--- src/rtl/code_sender.sv ---
// code_sender: operator-side driver for the combination-lock button interface.
// Plays a latched CODE_LEN-bit combination MSB first as zero/one button
// pulses, keeps the lock enabled for the whole sequence, then waits for the
// lock's LOCK/ULCK verdict and reports PASS/FAIL with a one-cycle DONE.
module code_sender #(
  parameter int CODE_LEN  = 4,
  parameter int PULSE_CYC = 2,
  parameter int GAP_CYC   = 2,
  parameter int RESP_TMO  = 8
) (
  input  logic                CLK,
  input  logic                RSTN,
  input  logic                STRT,
  input  logic [CODE_LEN-1:0] CODE,
  input  logic                LOCK,
  input  logic                ULCK,
  output logic                ZBUT,
  output logic                OBUT,
  output logic                ENBL,
  output logic                BUSY,
  output logic                DONE,
  output logic                PASS,
  output logic                FAIL
);

  localparam int MAX_PG  = (PULSE_CYC > GAP_CYC) ? PULSE_CYC : GAP_CYC;
  localparam int MAX_CYC = (MAX_PG > RESP_TMO) ? MAX_PG : RESP_TMO;
  localparam int CNT_W   = $clog2(MAX_CYC + 1);
  localparam int IDX_W   = $clog2(CODE_LEN + 1);

  localparam logic [CNT_W-1:0] PULSE_LAST = CNT_W'(PULSE_CYC - 1);
  localparam logic [CNT_W-1:0] GAP_LAST   = CNT_W'(GAP_CYC - 1);
  localparam logic [CNT_W-1:0] RESP_LAST  = CNT_W'(RESP_TMO - 1);
  localparam logic [CNT_W-1:0] CNT_ONE    = CNT_W'(1);
  localparam logic [IDX_W-1:0] IDX_END    = IDX_W'(CODE_LEN);
  localparam logic [IDX_W-1:0] IDX_ONE    = IDX_W'(1);

  localparam logic [2:0] S_IDLE  = 3'd0;
  localparam logic [2:0] S_PULSE = 3'd1;
  localparam logic [2:0] S_GAP   = 3'd2;
  localparam logic [2:0] S_WAIT  = 3'd3;
  localparam logic [2:0] S_FIN   = 3'd4;

  logic [2:0]          state_q, state_d;
  logic [CODE_LEN-1:0] shift_q, shift_d;
  logic [IDX_W-1:0]    idx_q, idx_d;
  logic [CNT_W-1:0]    cnt_q, cnt_d;
  logic                load_q, load_d;
  logic                zbut_q, zbut_d;
  logic                obut_q, obut_d;
  logic                enbl_q, enbl_d;
  logic                busy_q, busy_d;
  logic                done_q, done_d;
  logic                pass_q, pass_d;
  logic                fail_q, fail_d;

  // Next-state logic. An accepted STRT spends one load cycle in IDLE
  // (load_q) so the first pulse lands one cycle after the sampling edge;
  // the verdict is decided on the edge that samples the response.
  always_comb begin
    state_d = state_q;
    shift_d = shift_q;
    idx_d   = idx_q;
    cnt_d   = cnt_q;
    load_d  = load_q;
    pass_d  = pass_q;
    fail_d  = fail_q;
    case (state_q)
      S_IDLE: begin
        if (load_q) begin
          state_d = S_PULSE;
          load_d  = 1'b0;
          cnt_d   = '0;
        end else if (STRT) begin
          shift_d = CODE;
          pass_d  = 1'b0;
          fail_d  = 1'b0;
          idx_d   = '0;
          cnt_d   = '0;
          load_d  = 1'b1;
        end
      end
      S_PULSE: begin
        if (cnt_q == PULSE_LAST) begin
          state_d = S_GAP;
          cnt_d   = '0;
        end else begin
          cnt_d = cnt_q + CNT_ONE;
        end
      end
      S_GAP: begin
        if (cnt_q == GAP_LAST) begin
          cnt_d   = '0;
          shift_d = shift_q << 1;
          idx_d   = idx_q + IDX_ONE;
          state_d = (idx_d == IDX_END) ? S_WAIT : S_PULSE;
        end else begin
          cnt_d = cnt_q + CNT_ONE;
        end
      end
      S_WAIT: begin
        if (LOCK) begin
          state_d = S_FIN;
          cnt_d   = '0;
          fail_d  = 1'b1;
        end else if (ULCK) begin
          state_d = S_FIN;
          cnt_d   = '0;
          pass_d  = 1'b1;
        end else if (cnt_q == RESP_LAST) begin
          state_d = S_FIN;
          cnt_d   = '0;
          fail_d  = 1'b1;
        end else begin
          cnt_d = cnt_q + CNT_ONE;
        end
      end
      S_FIN: begin
        state_d = S_IDLE;
      end
      default: begin
        state_d = S_IDLE;
      end
    endcase
  end

  // Output decode from the upcoming state so every output is a flop that
  // changes on the same edge as the state it describes.
  always_comb begin
    zbut_d = (state_d == S_PULSE) && !shift_d[CODE_LEN-1];
    obut_d = (state_d == S_PULSE) &&  shift_d[CODE_LEN-1];
    enbl_d = (state_d == S_PULSE) || (state_d == S_GAP) || (state_d == S_WAIT);
    busy_d = (state_d != S_IDLE);
    done_d = (state_d == S_FIN);
  end

  // State, datapath and output registers with synchronous active-low reset.
  always_ff @(posedge CLK) begin
    if (!RSTN) begin
      state_q <= S_IDLE;
      shift_q <= '0;
      idx_q   <= '0;
      cnt_q   <= '0;
      load_q  <= 1'b0;
      zbut_q  <= 1'b0;
      obut_q  <= 1'b0;
      enbl_q  <= 1'b0;
      busy_q  <= 1'b0;
      done_q  <= 1'b0;
      pass_q  <= 1'b0;
      fail_q  <= 1'b0;
    end else begin
      state_q <= state_d;
      shift_q <= shift_d;
      idx_q   <= idx_d;
      cnt_q   <= cnt_d;
      load_q  <= load_d;
      zbut_q  <= zbut_d;
      obut_q  <= obut_d;
      enbl_q  <= enbl_d;
      busy_q  <= busy_d;
      done_q  <= done_d;
      pass_q  <= pass_d;
      fail_q  <= fail_d;
    end
  end

  assign ZBUT = zbut_q;
  assign OBUT = obut_q;
  assign ENBL = enbl_q;
  assign BUSY = busy_q;
  assign DONE = done_q;
  assign PASS = pass_q;
  assign FAIL = fail_q;

endmodule

--- config.mk ---
export PLATFORM = sky130hd
export DESIGN_NAME = code_sender
export DESIGN_NICKNAME = d
export VERILOG_FILES = /design/src/rtl/code_sender.sv
export SDC_FILE = /design/constraint.sdc
export NUM_CORES = 1
export LEC_CHECK = 0
export ABC_AREA = 1
export BUFFER_PORTS_ARGS = -buffer_cell sky130_fd_sc_hd__buf_4
export CAP_MARGIN = 40
export CORE_MARGIN = 2
export CORE_UTILIZATION = 55
export DETAILED_ROUTE_END_ITERATION = 8
export MAX_ROUTING_LAYER = met4
export PLACE_DENSITY = 0.8
export SYNTH_ARGS = -nofsm -noshare
export SYNTH_HDL_FRONTEND = slang
export SYNTH_SLANG_ARGS = --single-unit
--- constraint.sdc ---
create_clock -name CLK -period 2.4 [get_ports CLK]
set_input_delay 0.48 -clock CLK [delete_from_list [all_inputs] [get_ports CLK]]
set_output_delay 0.48 -clock CLK [all_outputs]
set_load 0.02 [all_outputs]
* Word level (Yosys, flattened, before mapping)
Cells that the tools add are included.
Storage, ports and cells: bits in registers 22, logic and storage cells 82, output and inout bits 7, input port bits 9
Cells by class: muxes and demuxes 34, reduce and logical (&&, ||, !) cells 15, equality and inequality tests 18, $add $sub $neg 2
Operators with widths (count):
- 4-bit two-way mux | 9
- 3-bit two-way mux | 9
- 3-bit by 2-bit == test with 1-bit output, second input constant | 4
- 3-bit one-hot mux with 4 select lines | 1
- 4-bit one-hot mux with 3 select lines | 1
- 2-bit inequality test, second input constant | 5
- 5-bit AND reduction | 2
- 1-bit two-way mux | 9
- 3-bit inequality test, second input constant | 3
- 4-bit one-hot mux with 2 select lines | 1
- 3-bit by 1-bit == test with 1-bit output, second input constant | 2
- 3-bit == test, second input constant | 2
- 3-bit one-hot mux with 2 select lines | 1
- 3-bit nonzero test | 2
- 4-bit by 1-bit adder with 4-bit output, second input constant | 1
- 4-bit by 1-bit == test with 1-bit output, second input constant | 1
- 4-bit by 3-bit == test with 1-bit output, second input constant | 1
- 1-bit one-hot mux with 2 select lines | 2
- 4-bit AND reduction | 1
- 2-bit nonzero test | 2
- 3-bit by 1-bit adder with 3-bit output, second input constant | 1
- 3-bit zero test | 1
- 1-bit logical AND | 2
- 1-bit logical OR | 2
- 4 further kinds | 4

* Depth between registers and ports, before layout
Gate-level depths: netlist of run 1.
depth after elaboration 8, gate-level depth with buffers 10

* Least setup slack after synthesis of run 1
OpenSTA, ideal clock, no wires.
path kind flip-flop to flip-flop, from register cnt_q[0], to register idx_q[1], arrival 1.177 ns, period minus slack after synthesis 1.291 ns, setup time 0.115 ns, required time 2.285 ns, slack 1.109 ns, cell stages (with the launch flop) 9, buffers on the path 0, cells stage by stage dfxtp_1 > ha_1 > nand2_1 > nor2_2 > nand2_4 > nand2_4 > inv_4 > a21oi_1 > nor2_1
On the way: cells in the longest elaborated chain, start to end 3
RTL lines:
- start, declared | RTL line 47 | logic [CNT_W-1:0] cnt_q, cnt_d;
- start signal, assigned | RTL line 156 | cnt_q <= cnt_d;
- 4-bit by 1-bit == test with 1-bit output | RTL line 92 | if (cnt_q == GAP_LAST) begin
- 2-bit inequality test (no source line)
- 4-bit AND reduction (no source line)
- end signal, assigned | RTL line 155 | idx_q <= idx_d;
- end, declared | RTL line 46 | logic [IDX_W-1:0] idx_q, idx_d;
No other way between the ends. A chain may end at the register's enable or synchronous reset.

* Worst setup path in the final report of run 1
Same ends and word-level chain as after synthesis.

==> results.yml, run 1 <==
status:
  status: "finished, final reports clean"
setup_path:
  endpoint_kind: "flip-flop"
  critPathKind: "flip-flop to flip-flop"
  worstPathMaxFanout: 6
  arrival_ns: 1.70
  r2r_setup_slack_ns: 0.92
  start_kind: "flip-flop"
  required_ns: 2.62
placement:
  place_area_um2: 1300
  dp_hpwl_mm: 1.84
  placed_cells: 216
  routabilityCongestion: 0.925
  port_buffers: 15
  pre_cts_slack_ns: 0.965
sta:
  worstMarginPinSlew_ns: 0.271
  holdWs_ns: 0.424
  hold_viol: 0
  rsz0062_at_grt: "no"
  skew_ns: 0.00891
  maxSlewViolCount: 0
  fin_crit_ns: 1.48
  slew_headroom_pct: 81.9
  post-route-worst-setup-slack_ns: 0.923
  period_share_pct: 61.5
  fmax_ghz: 0.677
  finalSetupViolCount: 0
  tns_ns: 0
yosys:
  syn_nets: 189
  synth-seq-cells: 22
  yosysSeqAreaShare_pct: 37.8
  synth.distinct_cells: 22
  syn_inst: 176
  synth.avg_cell_area_um2: 6.63
  yosys_warnings: 0
  syn_area_um2: 1170
global_route:
  grt_remaining_overflow: 0
  grt_pass1_vias: 1051
  antenna_found_initial: 0
  grt_usage_pct: 22.2
  grt_max_degree: 15
  grt_pass1_wl_mm: 4.16
layout:
  nets: 207
  area_growth_pct: 14.7
  final_common_cell: "nand2_1"
  layout_common_cells: "47 x nand2_1, 24 x inv_1, 24 x nor2_1, 22 x dfxtp_1, 20 x nand3_1"
  finalInstanceArea_um2: 1340
  fillers: 185
  drive_gt1_share_pct: 17.6
  post_layout_nonfiller_instances: 220
  antenna-diode-count: 0
drt:
  drt_iter0_drc: 27
  antenna_left: 0
  drc_errors: 0
  via_count: 1097
  wl_per_cell_um: 10.5
  first_pass_iters: 5
  drt-vias-per-instance: 4.99
  wl_mm: 2.31
clock_network:
  postCtsSetupBuffers: 0
  cts_resized: 0
  clock_sink_count: 22
  cts_tree: "yes"
  clock_tree.buffer_depth: 2
  cts_buffers: 3
  clk_latency_ns: 0.31
  htreeDepth: 1
  hold_buffers: 0
  path_clk_slew_ns: 0.12
  cts_root_buf: "clkbuf_4"
power:
  powerDensity_nw_per_um2: 595
  peakVddDrop_uv: 383
  leakagePower_nw: 0.760
floorplanning:
  io_pins: 16
  initial_utilization_pct: 58.8
  fp.dieW_um: 50.0
  coreArea_um2: 1980
  dieArea_um2: 2500
  row_count: 16
  fp.dieH_um: 50.0
min_path:
  hold_class: "primary input to flip-flop"
job:
  cap_violations: 0
-- state kept, by name, summed over array words and instances, names as in the netlist --
signal / cells
ENBL: 1
shift_q: 4
load_q: 1
FAIL: 1
ZBUT: 1
BUSY: 1
state_q: 3
idx_q: 3
cnt_q: 4
OBUT: 1
DONE: 1
PASS: 1
-- per-stage QoR --
step | total power, mW | util, %
after CTS | 0.802 | 67.5
after detailed placement | 0.600 | 65.7
after global routing | 0.846 | 67.5
final | 0.796 | 67.5
after global placement | 0.594 | 65.7
after floorplan | 0.546 | -
-- report_power, final --
group	switching, mW	internal [mW]
Sequential	0.0208	0.394
Clock	0.111	0.0927
Combinational	0.109	0.0690
-- kinds of logic after synthesis --
group,after synthesis,synth area share [%]
DFF,22,37.8
and+or+nand+nor,102,38.9
AOI/OAI and AO/OA,16,7.51
xor gates and xnor gates,1,0.751
buffers and inverters,31,10.7
adders and majority gates,4,4.29
-- area by class of cell --
type	instances	area (um2)	share of cell area, %
Clock buffer	4	36.3	2.71
Inverter	29	114	8.51
Multi-Input combinational cell	123	601	44.9
Sequential cell	22	440	32.9
Tap cell	27	33.8	2.53
Timing Repair Buffer	15	113	8.42
-- cells in the mapped netlist --
cell | number | share of area, %
o21ai_1 | 6 | 2.6
nand3_1 | 20 | 8.6
inv_1 | 24 | 7.7
nand2_1 | 47 | 15
nand4_1 | 2 | 1.1
nor2_2 | 3 | 1.6
xor2_1 | 1 | 0.75
a21oi_2 | 1 | 0.75
ha_1 | 4 | 4.3
nand2_4 | 2 | 1.9
o21ai_0 | 2 | 0.86
dfxtp_1 | 22 | 38
clkbuf_1 | 1 | 0.32
nor2_1 | 24 | 7.7
nand2_2 | 1 | 0.54
buf_4 | 1 | 0.64
nand3_2 | 2 | 1.7
a21oi_1 | 6 | 2.6
nand3b_1 | 1 | 0.64
inv_2 | 3 | 0.97
inv_4 | 2 | 1.1
o21ai_2 | 1 | 0.75
-- per-layer routing --
layer	vias to the layer above	track usage [%]	share of wire, %
li1	582	-	-
met1	485	26.2	45
met2	23	37.3	48
met3	7	2.73	4.4
met4	0	10.6	2.6
met5	-	-	0
-- critical path: stages, from the launching register on --
cell	delay, ns
dfxtp_1	0.43
ha_1	0.22
nand2_1	0.07
nor2_2	0.22
nand2_4	0.10
nand2_4	0.10
inv_4	0.05
a21oi_1	0.12
nor2_1	0.06
-- final timing paths --
path,startpoint,to,cells past startpoint
setup / recovery,cnt_q[0],idx_q[1],8
hold / removal,CODE[0],shift_q[0],3
setup reg to reg,cnt_q[0],idx_q[1],8
hold reg to reg,PASS,PASS,2
No activity file was read; power rests on OpenSTA's default activity.
==> run 2, diff against run 1 <==
--- a/config.mk
+++ b/config.mk
@@ -5,7 +5,7 @@
 export SDC_FILE = /design/constraint.sdc
 export NUM_CORES = 1
 export LEC_CHECK = 0
-export ABC_AREA = 1
+export ABC_AREA = 0
 export BUFFER_PORTS_ARGS = -buffer_cell sky130_fd_sc_hd__buf_4
 export CAP_MARGIN = 40
 export CORE_MARGIN = 2
==> constraint.sdc (replaced) <==
create_clock -name CLK -period 1.4 [get_ports CLK]
set_input_delay 0.28 -clock CLK [delete_from_list [all_inputs] [get_ports CLK]]
set_output_delay 0.28 -clock CLK [all_outputs]
set_load 0.02 [all_outputs]
==> run 2 against run 1 <==
The flow now finishes with violations (negative setup slack). Sequential share of layout area fell by 7.8 points. Design area rose by 35%. Via count is 21% higher. Total power grew 95%. First-iteration DRC count rose to 2.7 times the previous value. Synthesized cell count decreased by 32%. Combinational power grew 100%. Area after synthesis is 4.5% lower. Clock-buffer cell count fell by 1. Sequential power rose by 66%. Non-clock buffer count increased by 35. Global-route usage is 12 points higher. Critical endpoint is now ZBUT. Largest cell class unchanged. Highest routed layer unchanged.
==> results.yml, run 2 <==
status:
  status: "finished, violations left"
  failed_checks: "negative setup slack"
yosys:
  synth_largest_area_cell: "dfxtp_1"
  ys_top_cells_by_count: "22 x dfxtp_1, 10 x nand2_1, 8 x a21boi_1, 8 x nor2_1, 7 x inv_1"
  yosysSeqAreaShare_pct: 39.6
  synth.distinct_cells: 42
  async_reset_ff_share_pct: 0
  syn_area_um2: 1110
  synth_top_cell_area_share_pct: 39.6
  syn_inst: 120
  synth.avg_cell_area_um2: 9.28
  yosys_warnings: 0
  synth_edf_count: 0
  synth-seq-cells: 22
  synthTopCellsByArea: "dfxtp_1 40%, a21boi_1 5.4%, ha_1 4.5%"
  yosysMostFrequentCell: "dfxtp_1"
  ys.flop_type: "dfxtp_1"
  syn_nets: 133
clock_network:
  clk_latency_ns: 0.34
  clock_tree.buffer_depth: 2
  cts_buffers: 3
  path_clk_slew_ns: 0.13
  htreeDepth: 1
  cts_root_buf: "clkbuf_4"
  clock_sink_count: 22
  cts_tree: "yes"
job:
  cap_violations: 0
layout:
  area_growth_pct: 62.2
  top_regs: "cnt_q x4, shift_q x4"
  post_layout_nonfiller_instances: 198
  drive_gt1_share_pct: 56.1
  fillers: 58
  final_common_cell: "buf_4"
  nets: 185
  antenna-diode-count: 0
  layout_common_cells: "38 x buf_4, 15 x dfxtp_1, 11 x buf_6, 10 x nand2_1, 8 x nor2_1"
  final_util_pct: 93.0
power:
  p_clk_share_pct: 32.6
  powerDensity_nw_per_um2: 860
  finalPower_mw: 1.55
  combinationalPowerShare_pct: 23.1
  leakagePower_nw: 0.794
  peakVddDrop_uv: 935
  p_seq_share_pct: 44.2
  internal_power_mw: 1.12
  power_switching_mw: 0.434
  power_switching_share_pct: 27.9
drt:
  wl_mm: 4.84
  drt-vias-per-instance: 6.72
  antenna_left: 0
  drt_iter0_drc: 74
  first_pass_iters: 5
  drc_errors: 0
  wl_per_cell_um: 24.5
  via_count: 1330
min_path:
  holdPathStages: 3
  hold_class: "primary input to flip-flop"
  hold_start: "CODE[2]"
  hold_end: "shift_q[2]"
setup_path:
  r2r_end: "ZBUT"
  arrival_ns: 2.06
  worstPathMaxFanout: 3
  r2r_setup_slack_ns: -0.40
  startpoint: "idx_q[0]"
  endpoint_kind: "flip-flop"
  required_ns: 1.66
  start_kind: "flip-flop"
  critPathKind: "flip-flop to flip-flop"
  r2r_start: "idx_q[0]"
  worstRegToRegCells: 6
global_route:
  grt_pass1_vias: 1243
  grt_remaining_overflow: 0
  antenna_found_initial: 0
  grt_usage_pct: 33.9
  grt_pass1_wl_mm: 5.89
  grt_max_degree: 17
sta:
  finalSetupViolCount: 19
  worstMarginPinSlew_ns: 0.442
  rsz0062_at_grt: "yes"
  maxSlewViolCount: 0
  fin_crit_ns: 1.80
  skew_ns: 0.0125
  slew_headroom_pct: 70.2
  fmax_ghz: 0.556
  post-route-worst-setup-slack_ns: -0.399
  period_share_pct: 129
  holdWs_ns: 0.216
  hold_viol: 0
placement:
  placed_cells: 183
  dp_hpwl_mm: 1.96
  port_buffers: 15
  routabilityCongestion: 0.846
  pre_cts_slack_ns: -0.387
floorplanning:
  io_pins: 16
  coreArea_um2: 1940
  row_count: 16
  fp.dieW_um: 49.0
  initial_utilization_pct: 57.3
  fp.dieH_um: 49.0
  dieArea_um2: 2400
## run 2: cell families (layout without fill, tap and decap cells)
kind of cell	after synthesis	in the layout	share of synthesized area [%]
AND/OR/NAND/NOR	56	56	31.3
AO/OA/AOI/OAI	28	28	19.9
flip-flops	22	22	39.6
buffers and inverters	10	61	4.72
adder cells (fa/ha/maj)	4	4	4.49
## run 2: final cells by class
cell class	instances	area (um2)	area share, %
tap	27	33.8	1.87
clock inverter	1	30.0	1.66
inverter	7	28.8	1.59
timing repair buffer	50	429	23.8
sequential	22	454	25.1
clock buffer	3	22.5	1.25
multi-input combinational	88	808	44.7
## run 2: power groups by stage
stage / Sequential (mW) / Clock, mW / Combinational [mW]
after global routing: 0.689 / 0.532 / 0.369
after global placement: 0.689 / 0 / 0.231
after floorplan: 0.698 / 0 / 0.130
after detailed placement: 0.691 / 0 / 0.239
after CTS: 0.680 / 0.495 / 0.275
final: 0.688 / 0.507 / 0.360
## run 2: through the flow
step | TNS, ns | area (um2)
3_5_place_dp | -3.74 | 1430
2_1_floorplan | -1.28 | 1130
4_1_cts | -2.37 | 1680
3_3_place_gp | -2.90 | 1430
6_report | -4.02 | 1810
5_1_grt | -4.74 | 1810
## run 2: worst max path at each step
stage	to	slack (ns)	cells after the start
final	ZBUT	-0.40	6
after global routing	BUSY	-0.42	6
after CTS	BUSY	-0.36	6
after detailed placement	BUSY	-0.39	6
after global placement	BUSY	-0.33	6
after floorplan	BUSY	-0.26	6
## run 2: worst max-delay path, cell delays in order, from the launching register on
cell	delay [ns]
dfxtp_2	0.36
ha_4	0.17
ha_4	0.15
or4b_4	0.48
a32o_2	0.26
buf_4	0.14
nor3_2	0.17
## run 2: what timing repair did
item,CTS,global route
resized for setup,34,20
hold buffers,0,0
buffers inserted,6,7
setup endpoints to repair,20,19
pin swaps,17,13
## run 2: per-layer routing
layer / track usage, % / wire (um) / vias to the layer above
met4: 19.5 / 361 / 0
li1: - / - / 538
met2: 59.1 / 2290 / 121
met5: - / 0 / -
met3: 3.68 / 478 / 41
met1: 37.5 / 1720 / 630
==> run 3, diff against run 2 <==
--- a/config.mk
+++ b/config.mk
@@ -13,6 +13,7 @@
 export DETAILED_ROUTE_END_ITERATION = 8
 export MAX_ROUTING_LAYER = met4
 export PLACE_DENSITY = 0.8
+export REMOVE_ABC_BUFFERS = 1
 export SYNTH_ARGS = -nofsm -noshare
 export SYNTH_HDL_FRONTEND = slang
 export SYNTH_SLANG_ARGS = --single-unit
==> run 3 against run 2 <==
The flow still finishes with violations (negative setup slack). Setup slack lost 0.028 ns. Final cell count stayed put. Utilization down 5.9 points.
==> results.yml, run 3 (synthesized netlist as in run 2, its figures left out) <==
setup_path:
  path_delay_family: "simple AND/OR/NAND/NOR gates"
  start_kind: "flip-flop"
  crit_slowest_cell: "or4b_1"
  path_cells: "ha_4 -> ha_4 -> or4b_1 -> a32o_2 -> o211ai_1 -> nand3b_1"
  required_ns: 1.58
  critPathMaxStageDelay_ns: 0.46
  arrival_ns: 2.01
  critPathKind: "flip-flop to flip-flop"
  endpoint_kind: "flip-flop"
  path_buf_inv: 0
  worstPathMaxFanout: 3
  critical_path.most_common_cell: "ha_4"
sta:
  maxSlewViolCount: 0
  holdWs_ns: 0.236
  skew_ns: 0.0187
  rsz0062_at_grt: "yes"
  worstMarginPinSlew_ns: 0.430
  fmax_ghz: 0.547
  finalSetupViolCount: 19
  period_share_pct: 130
  slew_headroom_pct: 71.1
  fin_crit_ns: 1.83
  tns_ns: -4.02
  post-route-worst-setup-slack_ns: -0.427
  hold_viol: 0
placement:
  dp_hpwl_mm: 1.98
  port_buffers: 15
  routabilityCongestion: 0.874
  place_area_um2: 1440
  placed_cells: 186
power:
  peakVddDrop_uv: 848
  internal_power_mw: 0.906
  leakagePower_nw: 0.743
  p_seq_share_pct: 52.9
  finalPower_mw: 1.29
  p_clk_share_pct: 22.6
  powerDensity_nw_per_um2: 762
  power_switching_share_pct: 29.8
  combinationalPowerShare_pct: 24.5
  power_switching_mw: 0.385
global_route:
  antenna_found_initial: 0
  grt_pass1_vias: 1155
  grt_usage_pct: 28.8
  grt_max_degree: 17
  grt_remaining_overflow: 0
  grt_pass1_wl_mm: 5.20
layout:
  drive_gt1_share_pct: 54.4
  post_layout_nonfiller_instances: 198
  area_growth_pct: 52.0
  layout_common_cells: "47 x buf_4, 16 x dfxtp_1, 10 x nand2_1, 8 x a21boi_1, 7 x nor2_1"
  top_regs: "cnt_q x4, shift_q x4"
  antenna-diode-count: 0
  finalInstanceArea_um2: 1690
  nets: 186
  final_common_cell: "buf_4"
drt:
  antenna_left: 0
  drc_errors: 0
  via_count: 1268
  drt_iter0_drc: 85
  first_pass_iters: 4
  wl_mm: 4.20
  wl_per_cell_um: 21.2
  drt-vias-per-instance: 6.40
clock_network:
  clk_latency_ns: 0.31
  cts_root_buf: "clkbuf_4"
  clock_tree.buffer_depth: 2
  path_clk_slew_ns: 0.13
  cts_buffers: 3
  clock_sink_count: 22
  htreeDepth: 1
  cts_tree: "yes"
floorplanning:
  coreArea_um2: 1940
  fp.dieW_um: 49.0
  row_count: 16
  io_pins: 16
  initial_utilization_pct: 57.3
  dieArea_um2: 2400
  fp.dieH_um: 49.0
status:
  status: "finished, violations left"
  failed_checks: "negative setup slack"
job:
  cap_violations: 0
min_path:
  hold_class: "primary input to flip-flop"
## run 3: cell types whose count changed in the layout (fill, tap and decap cells not counted), moves of 2 or more
cell / previous run / this run
dfxtp_4: 2 / 0
buf_6: 11 / 4
a22oi_2: 2 / 0
inv_2: 0 / 2
buf_4: 38 / 47
a22oi_1: 0 / 2
nand3_2: 3 / 1
nor3b_2: 0 / 2
nand3_1: 3 / 5
## run 3: cell type report
class	count	area (um2)
clock buffers	3	22.5
fillers	91	249
inverters	7	26.3
multi-input cells	88	764
flip-flops and latches	22	448
well taps	27	33.8
repair buffers	51	398
## run 3: timing repair
item	in CTS	in global routing
resized for setup	26	15
hold buffers	0	0
setup endpoints to repair	17	20
hold endpoints to repair	0	0
pin swaps	9	12
setup buffers	4	5
## run 3: tightest hold or removal path: stages
cell and delay [ns]:
buf_4 0.11, nand2_1 0.05, a21boi_1 0.05
## run 3: layer usage
layer	up-vias	track usage, %	wire length, um
li1	542	-	-
met1	582	29.8	1430
met3	35	3.68	344
met5	-	-	0
met2	109	55.9	2130
met4	0	9.05	299
## run 3: power by group through the flow
stage / clock [mW] / sequential, mW / combinational, mW
after CTS: 0.276 / 0.676 / 0.272
after global routing: 0.320 / 0.684 / 0.330
final: 0.292 / 0.682 / 0.316
after global placement: 0 / 0.688 / 0.232
after detailed placement: 0 / 0.689 / 0.240
after floorplan: 0 / 0.702 / 0.112
## run 3: worst paths after layout
kind | startpoint | end | slack (ns) | cells past startpoint
setup / recovery | idx_q[0] | BUSY | -0.43 | 6
hold / removal | CODE[0] | shift_q[0] | 0.24 | 3
setup reg to reg | idx_q[0] | BUSY | -0.43 | 6
hold reg to reg | idx_q[1] | idx_q[1] | 0.50 | 2
## run 3: per-stage QoR
step	setup slack, ns	util [%]
2_1_floorplan	-0.289	-
3_3_place_gp	-0.344	74.0
3_5_place_dp	-0.378	74.0
4_1_cts	-0.342	82.5
5_1_grt	-0.468	87.2
6_report	-0.427	87.2
